$ cat src/rtl/mem_responder.sv
// Shared-memory responder with programmable wait states and a one-cycle ready pulse.
// Optional address checking is enabled by defining MEM_RESPONDER_ERR_EN.
//
// state | meaning
// ------+-----------------------------------------------------------
// IDLE  | waiting for req; capture we/a/wd and load the wait counter
// BUSY  | counting down wait states; perform the access at count 0
// DONE  | ready (and err) high for this one cycle, then back to IDLE
module mem_responder #(
    parameter int DEPTH_WORDS = 64,
    parameter int WAIT_CYCLES = 2
) (
    input  logic        clk,
    input  logic        reset,
    input  logic        req,
    input  logic        we,
    input  logic [31:0] a,
    input  logic [31:0] wd,
    output logic [31:0] rd,
    output logic        ready,
    output logic        err
);

    localparam int AW = $clog2(DEPTH_WORDS);

    typedef enum logic [1:0] {
        IDLE = 2'd0,
        BUSY = 2'd1,
        DONE = 2'd2
    } state_t;

    state_t          state_q;
    state_t          state_d;
    logic [3:0]      cnt_q;
    logic            we_q;
    logic [AW-1:0]   idx_q;
    logic [31:0]     wd_q;
    logic            bad_q;
    logic            bad;
    logic            capture;
    logic            access;
    logic [31:0]     mem [DEPTH_WORDS];

`ifdef MEM_RESPONDER_ERR_EN
    assign bad = (a[1:0] != 2'b00) || (a[31:2] >= 30'(DEPTH_WORDS));
`else
    // Without checking, byte offset and high address bits are don't-cares (addresses wrap).
    logic unused_addr;
    assign unused_addr = ^{a[1:0], a[31:AW+2]};
    assign bad = 1'b0;
`endif

    always_ff @(posedge clk or negedge reset) begin
        if (!reset) begin
            state_q <= IDLE;
        end else begin
            state_q <= state_d;
        end
    end

    always_comb begin
        state_d = state_q;
        capture = 1'b0;
        access  = 1'b0;
        case (state_q)
            IDLE: begin
                if (req) begin
                    capture = 1'b1;
                    state_d = BUSY;
                end
            end
            BUSY: begin
                if (cnt_q == 4'd0) begin
                    access  = 1'b1;
                    state_d = DONE;
                end
            end
            DONE:    state_d = IDLE;
            default: state_d = IDLE;
        endcase
    end

    always_ff @(posedge clk or negedge reset) begin
        if (!reset) begin
            cnt_q <= 4'd0;
            we_q  <= 1'b0;
            idx_q <= '0;
            wd_q  <= 32'd0;
            bad_q <= 1'b0;
            rd    <= 32'd0;
            ready <= 1'b0;
            err   <= 1'b0;
        end else begin
            ready <= access;
            err   <= access & bad_q;
            if (capture) begin
                we_q  <= we;
                idx_q <= a[AW+1:2];
                wd_q  <= wd;
                bad_q <= bad;
                cnt_q <= 4'(WAIT_CYCLES);
            end else if ((state_q == BUSY) && (cnt_q != 4'd0)) begin
                cnt_q <= cnt_q - 4'd1;
            end
            // Write completions leave rd untouched; rejected reads return zero.
            if (access && !we_q) begin
                rd <= bad_q ? 32'd0 : mem[idx_q];
            end
        end
    end

    // Array has no reset; access is only possible out of BUSY, which reset clears.
    always_ff @(posedge clk) begin
        if (access && we_q && !bad_q) begin
            mem[idx_q] <= wd_q;
        end
    end

endmodule
$ cat config.mk
export PLATFORM = sky130hd
export DESIGN_NAME = mem_responder
export DESIGN_NICKNAME = d
export VERILOG_FILES = /design/src/rtl/mem_responder.sv
export SDC_FILE = /design/constraint.sdc
export NUM_CORES = 2
export LEC_CHECK = 0
export ABC_CLOCK_PERIOD_IN_PS = 4059
export CORE_MARGIN = 2
export CORE_UTILIZATION = 47
export CTS_CLUSTER_DIAMETER = 120
export DETAILED_ROUTE_END_ITERATION = 10
export SLEW_MARGIN = 20
export SYNTH_ARGS = -nofsm -noshare
export SYNTH_HDL_FRONTEND = slang
export SYNTH_SLANG_ARGS = --single-unit
$ cat constraint.sdc
create_clock -name clk -period 4.06 [get_ports clk]
set_input_delay 0.812 -clock clk [delete_from_list [all_inputs] [get_ports clk]]
set_output_delay 0.812 -clock clk [all_outputs]
set_load 0.02 [all_outputs]
* After elaboration in Yosys (flattened, before gate mapping) *
Memory sizes are Yosys's and may differ from the RTL's. A register that Yosys moved wholly into a read port is not among the register bits.
Index checks and enable logic that the tools add are counted.

cells by class
  add/sub/neg operators = 1
  multipliers = 0
  div/mod/pow operators = 0
  $lt $le $gt $ge = 0
  equality and inequality tests = 3
  shifts and indexed selects = 0
  mux-type cells = 11
  bitwise operators = 0
  reduce and logical (&&, ||, !) cells = 10

operator list
  cell                   count
  $mux W4                2
  $mux W1                6
  $logic_not A4 Y1       1
  $mux W2                2
  $ne A2 B2 Y1 const B   2
  $pmux W2 S2            1
  $reduce_bool A4 Y1     1
  $sub A4 B1 Y4 const B  1
  $logic_and A1 B1 Y1    3
  $eq A2 B1 Y1 const B   1
  $logic_not A1 Y1       2
  $logic_not A2 Y1       1
  $reduce_and A2 Y1      1
  $reduce_bool A2 Y1     1

word-level totals
  flip-flop bits (word level) = 46
  latch bits = 0
  bits in writable memories = 2,048
  memory bits (read-only) = 0
  input port bits = 68
  output and inout port bits = 34
  memories = 1

memories
  memory  words  width  rd ports  clocked after Yosys merged registers in  write ports  line  source
  mem     64     32     1         1                                        1            42    logic [31:0] mem [DEPTH_WORDS];

* Logic depth before layout (Yosys ltp) *
  word-level depth = 6
  depth in mapped cells = 11
  gate-level depth less buffers = 8

* Worst setup path before layout *
OpenSTA, ideal clock, no wires.

  kind = flip-flop to flip-flop
  from = register idx_q[2]
  to = memory mem[55][0] (enable)
  arrival = 3.067 ns
  slack = 0.572 ns
  stages on the path, launching flop included = 9
  clock period less this slack = 3.488 ns
  cells stage by stage = dfrtp_1 buf_6 buf_4 buf_4 buf_2 buf_2 buf_2 nand3_1 nor2_1

RTL lines
  element                 line  source
  from (decl)             36    logic [AW-1:0] idx_q;
  from (signal assigned)  98    idx_q <= a[AW+1:2];
  to (decl)               42

No word-level cell before the write port.

==> run metrics <==
outcome finished clean; drt pass-1 iters 6; max_cap viols 0; post-CTS setup buffer count 0; Fmax 0.273 GHz; Multi-input gate area 0.0172 mm^2; CP startpoint idx_q[0]; Leak Pwr 0.0299 uW; vias in the first global route 42801; clock slew at reported path FFs 0.06 ns; wire length per cell between 30 and 40 um; Req. time, crit path 4.78 ns; P&R area growth vs syn 15.3%; antenna viol nets, final 0; crit path DAT ~4.4 ns; part of the power in registers 43.1%; largest net degree at the start of global routing 66; Worst Max-Slew Pin Slew 1.09 ns; Syn Area/Cell 19.5 um^2; final period utilization around 90%; Synth Register Bits 2126; setup TNS 0 ns; Final Cell Area about 0.094 mm^2; Final Hold Viols 0; clock tree buffer depth 3; Primary FF master, synth edfxtp_1; crit path launch type flop; Final Critical Period 3.66 ns; simple-gate share of the synthesized area 1.97%; CTS tree built; Fill cells 13305; syn nets 4251; YS warnings 0; fin. max-slew vios 0; register area 0.0635 mm^2; largest family of logic cells by synthesized area multiplexers; most frequent cells in the layout edfxtp_1, buf_4, mux4_2; unrepaired setup endpoints after global routing no; DR vias 44848; r2r setup slk 0.40 ns; Crit. End Element flop; initial antenna violation count 13; # IOs 102; clock sink count roughly 2100; worst r2r src idx_q[0]; DIE AREA 0.177 mm^2; Total Wirelength between 200000 and 250000 um; core footprint 0.173 mm^2; Unique masters post-synth 70; xor/xnor share of the synthesized area 0.0321%; port buffer count 74; number of cell rows 153; commonest non-fill, non-tap cell in the layout edfxtp_1; peak supply drop 582 uV; die width 421 um; Synth Area in Compound Gates ~7.0%; sequential area share after synthesis roughly 78%; Post-synth EDFFs between 2000 and 2500; htree depth 4; DP HPWL 147000 um; Iter 0 DRT Violations 6748; worst skew pair latency a little under 0.9 ns; CP Max Fanout 30; Int Power 45500 uW; fin nets 4572; CP Class flop to flop; layout cells sized above 1 24.2%; Clock Root Buffer clkbuf_16; Switch Pwr 24900 uW; initial core utilization approximately 47%; Comb pwr share a little under a third; Residual DRC 0; Async S/R FF share, synth 3.67%; first-pass GRT wire length 344000 um; TritonCTS buffer count 206; Die H 421 um; endpoints failing setup 0; post-synthesis adder-cell area fraction 0.0306%; final clock skew a little over 0.04 ns; Hold Crit Class primary input to async pin; Slew headroom between 20 and 30%; power share of the clock group 26.2%; PwrDens 748 mW/mm^2; PostCTS Resize Cnt 0; Mapped Area 0.0817 mm^2; Total Routing Usage GR 27.7%; Post-CTS Hold Fix Bufs 0; gp weighted congestion 0.860; post-synthesis mux area share 11.3%; total grt overflow 0; Switching Share 35.3%; cell count after synthesis approximately 4200; post-placement cell area 0.0878 mm^2; Vias/cell 6.40
final timing paths:
kind,to,depth (start not counted)
setup / recovery,rd[11],7
hold / removal,state_q[1],1
setup reg to reg,rd[11],7
hold reg to reg,wd_q[28],1
max in group asynchronous,wd_q[13],2
min in group clk,wd_q[28],1
logic make-up (layout without fill, tap and decap cells):
| kind of cell | count (synthesis) | count (layout) |
|---|---|---|
| flops | 2126 | 2126 |
| compound gates | 765 | 765 |
| mux | 615 | 615 |
| simple gates | 380 | 380 |
| buf+inv | 289 | 787 |
| xor+xnor | 3 | 3 |
| fa+ha+maj | 2 | 2 |
| other cells | 1 | 5 |
stage by stage:
stage | power, uW | hold slack (ns) | instances | worst slack, ns | util, %
floorplan | 41400 | 0.489 | 4181 | 0.572 | -
global placement | 51700 | 0.497 | 6618 | 0.503 | 50.7
detailed placement | 52000 | 0.502 | 6618 | 0.499 | 50.7
CTS | 70200 | 0.0379 | 7003 | 0.506 | 54.4
global route | 72400 | 0.0669 | 7004 | 0.370 | 54.4
finish | 70500 | 0.0468 | 7008 | 0.401 | 54.4
worst max-delay path: stages (launching register included):
cell and delay [ns]:
dfrtp_4 1.02, buf_12 0.35, mux4_2 0.55, mux2i_1 0.42, o32ai_1 0.16, nor4_1 0.48, o221a_2 0.37, a31oi_1 0.10
state kept, by name (all words and copies together), names as in the netlist:
signal and cells:
cnt_q 4, mem 2048, idx_q 6, rd 32
state_q 2, we_q 1, wd_q 32, ready 1
cell usage after synthesis (32+ instances only):
cell	count	area [um^2]
buf_4	49	368
clkbuf_1	75	282
nand2_1	116	435
o21ai_0	71	355
a22oi_1	102	766
buf_2	105	526
o22ai_1	95	594
a221oi_1	187	1640
mux4_2	224	5040
edfxtp_1	2048	61500
mux2_2	169	1900
a221o_1	40	400
dfrtp_1	78	1950
a21oi_1	93	465
mux2i_1	205	2050
nor2_1	188	706
buf_6	32	360
metal layers:
| metal | GRT usage [%] | wire length (um) | vias to the layer above | share of wire, % |
|---|---|---|---|---|
| met5 | 0 | 69 | - | 0.028 |
| met4 | 8.68 | 8110 | 10 | 3.3 |
| met3 | 5.76 | 26300 | 450 | 11 |
| met2 | 42.2 | 114000 | 2632 | 46 |
| met1 | 40.3 | 99300 | 23670 | 40 |
| li1 | - | - | 18086 | - |
area by class of cell:
type                    count  share of cell area [%]
diodes                      4                  0.0106
clock buffers             284                    5.99
clock inverters           101                   0.830
inverters                   7                  0.0412
multi-input cells        1766                    18.2
flip-flops and latches   2126                    67.4
well taps                2325                    3.09
repair buffers            395                    4.39
power by group through the flow:
stage / combinational [uW] / sequential [uW] / clock, uW
6_report: 21600 / 30400 / 18400
5_1_grt: 22400 / 30500 / 19400
4_1_cts: 21200 / 30400 / 18600
3_5_place_dp: 21100 / 30900 / 0
3_3_place_gp: 21000 / 30700 / 0
2_1_floorplan: 11300 / 30200 / 0
No activity file was read; power rests on OpenSTA's default activity.
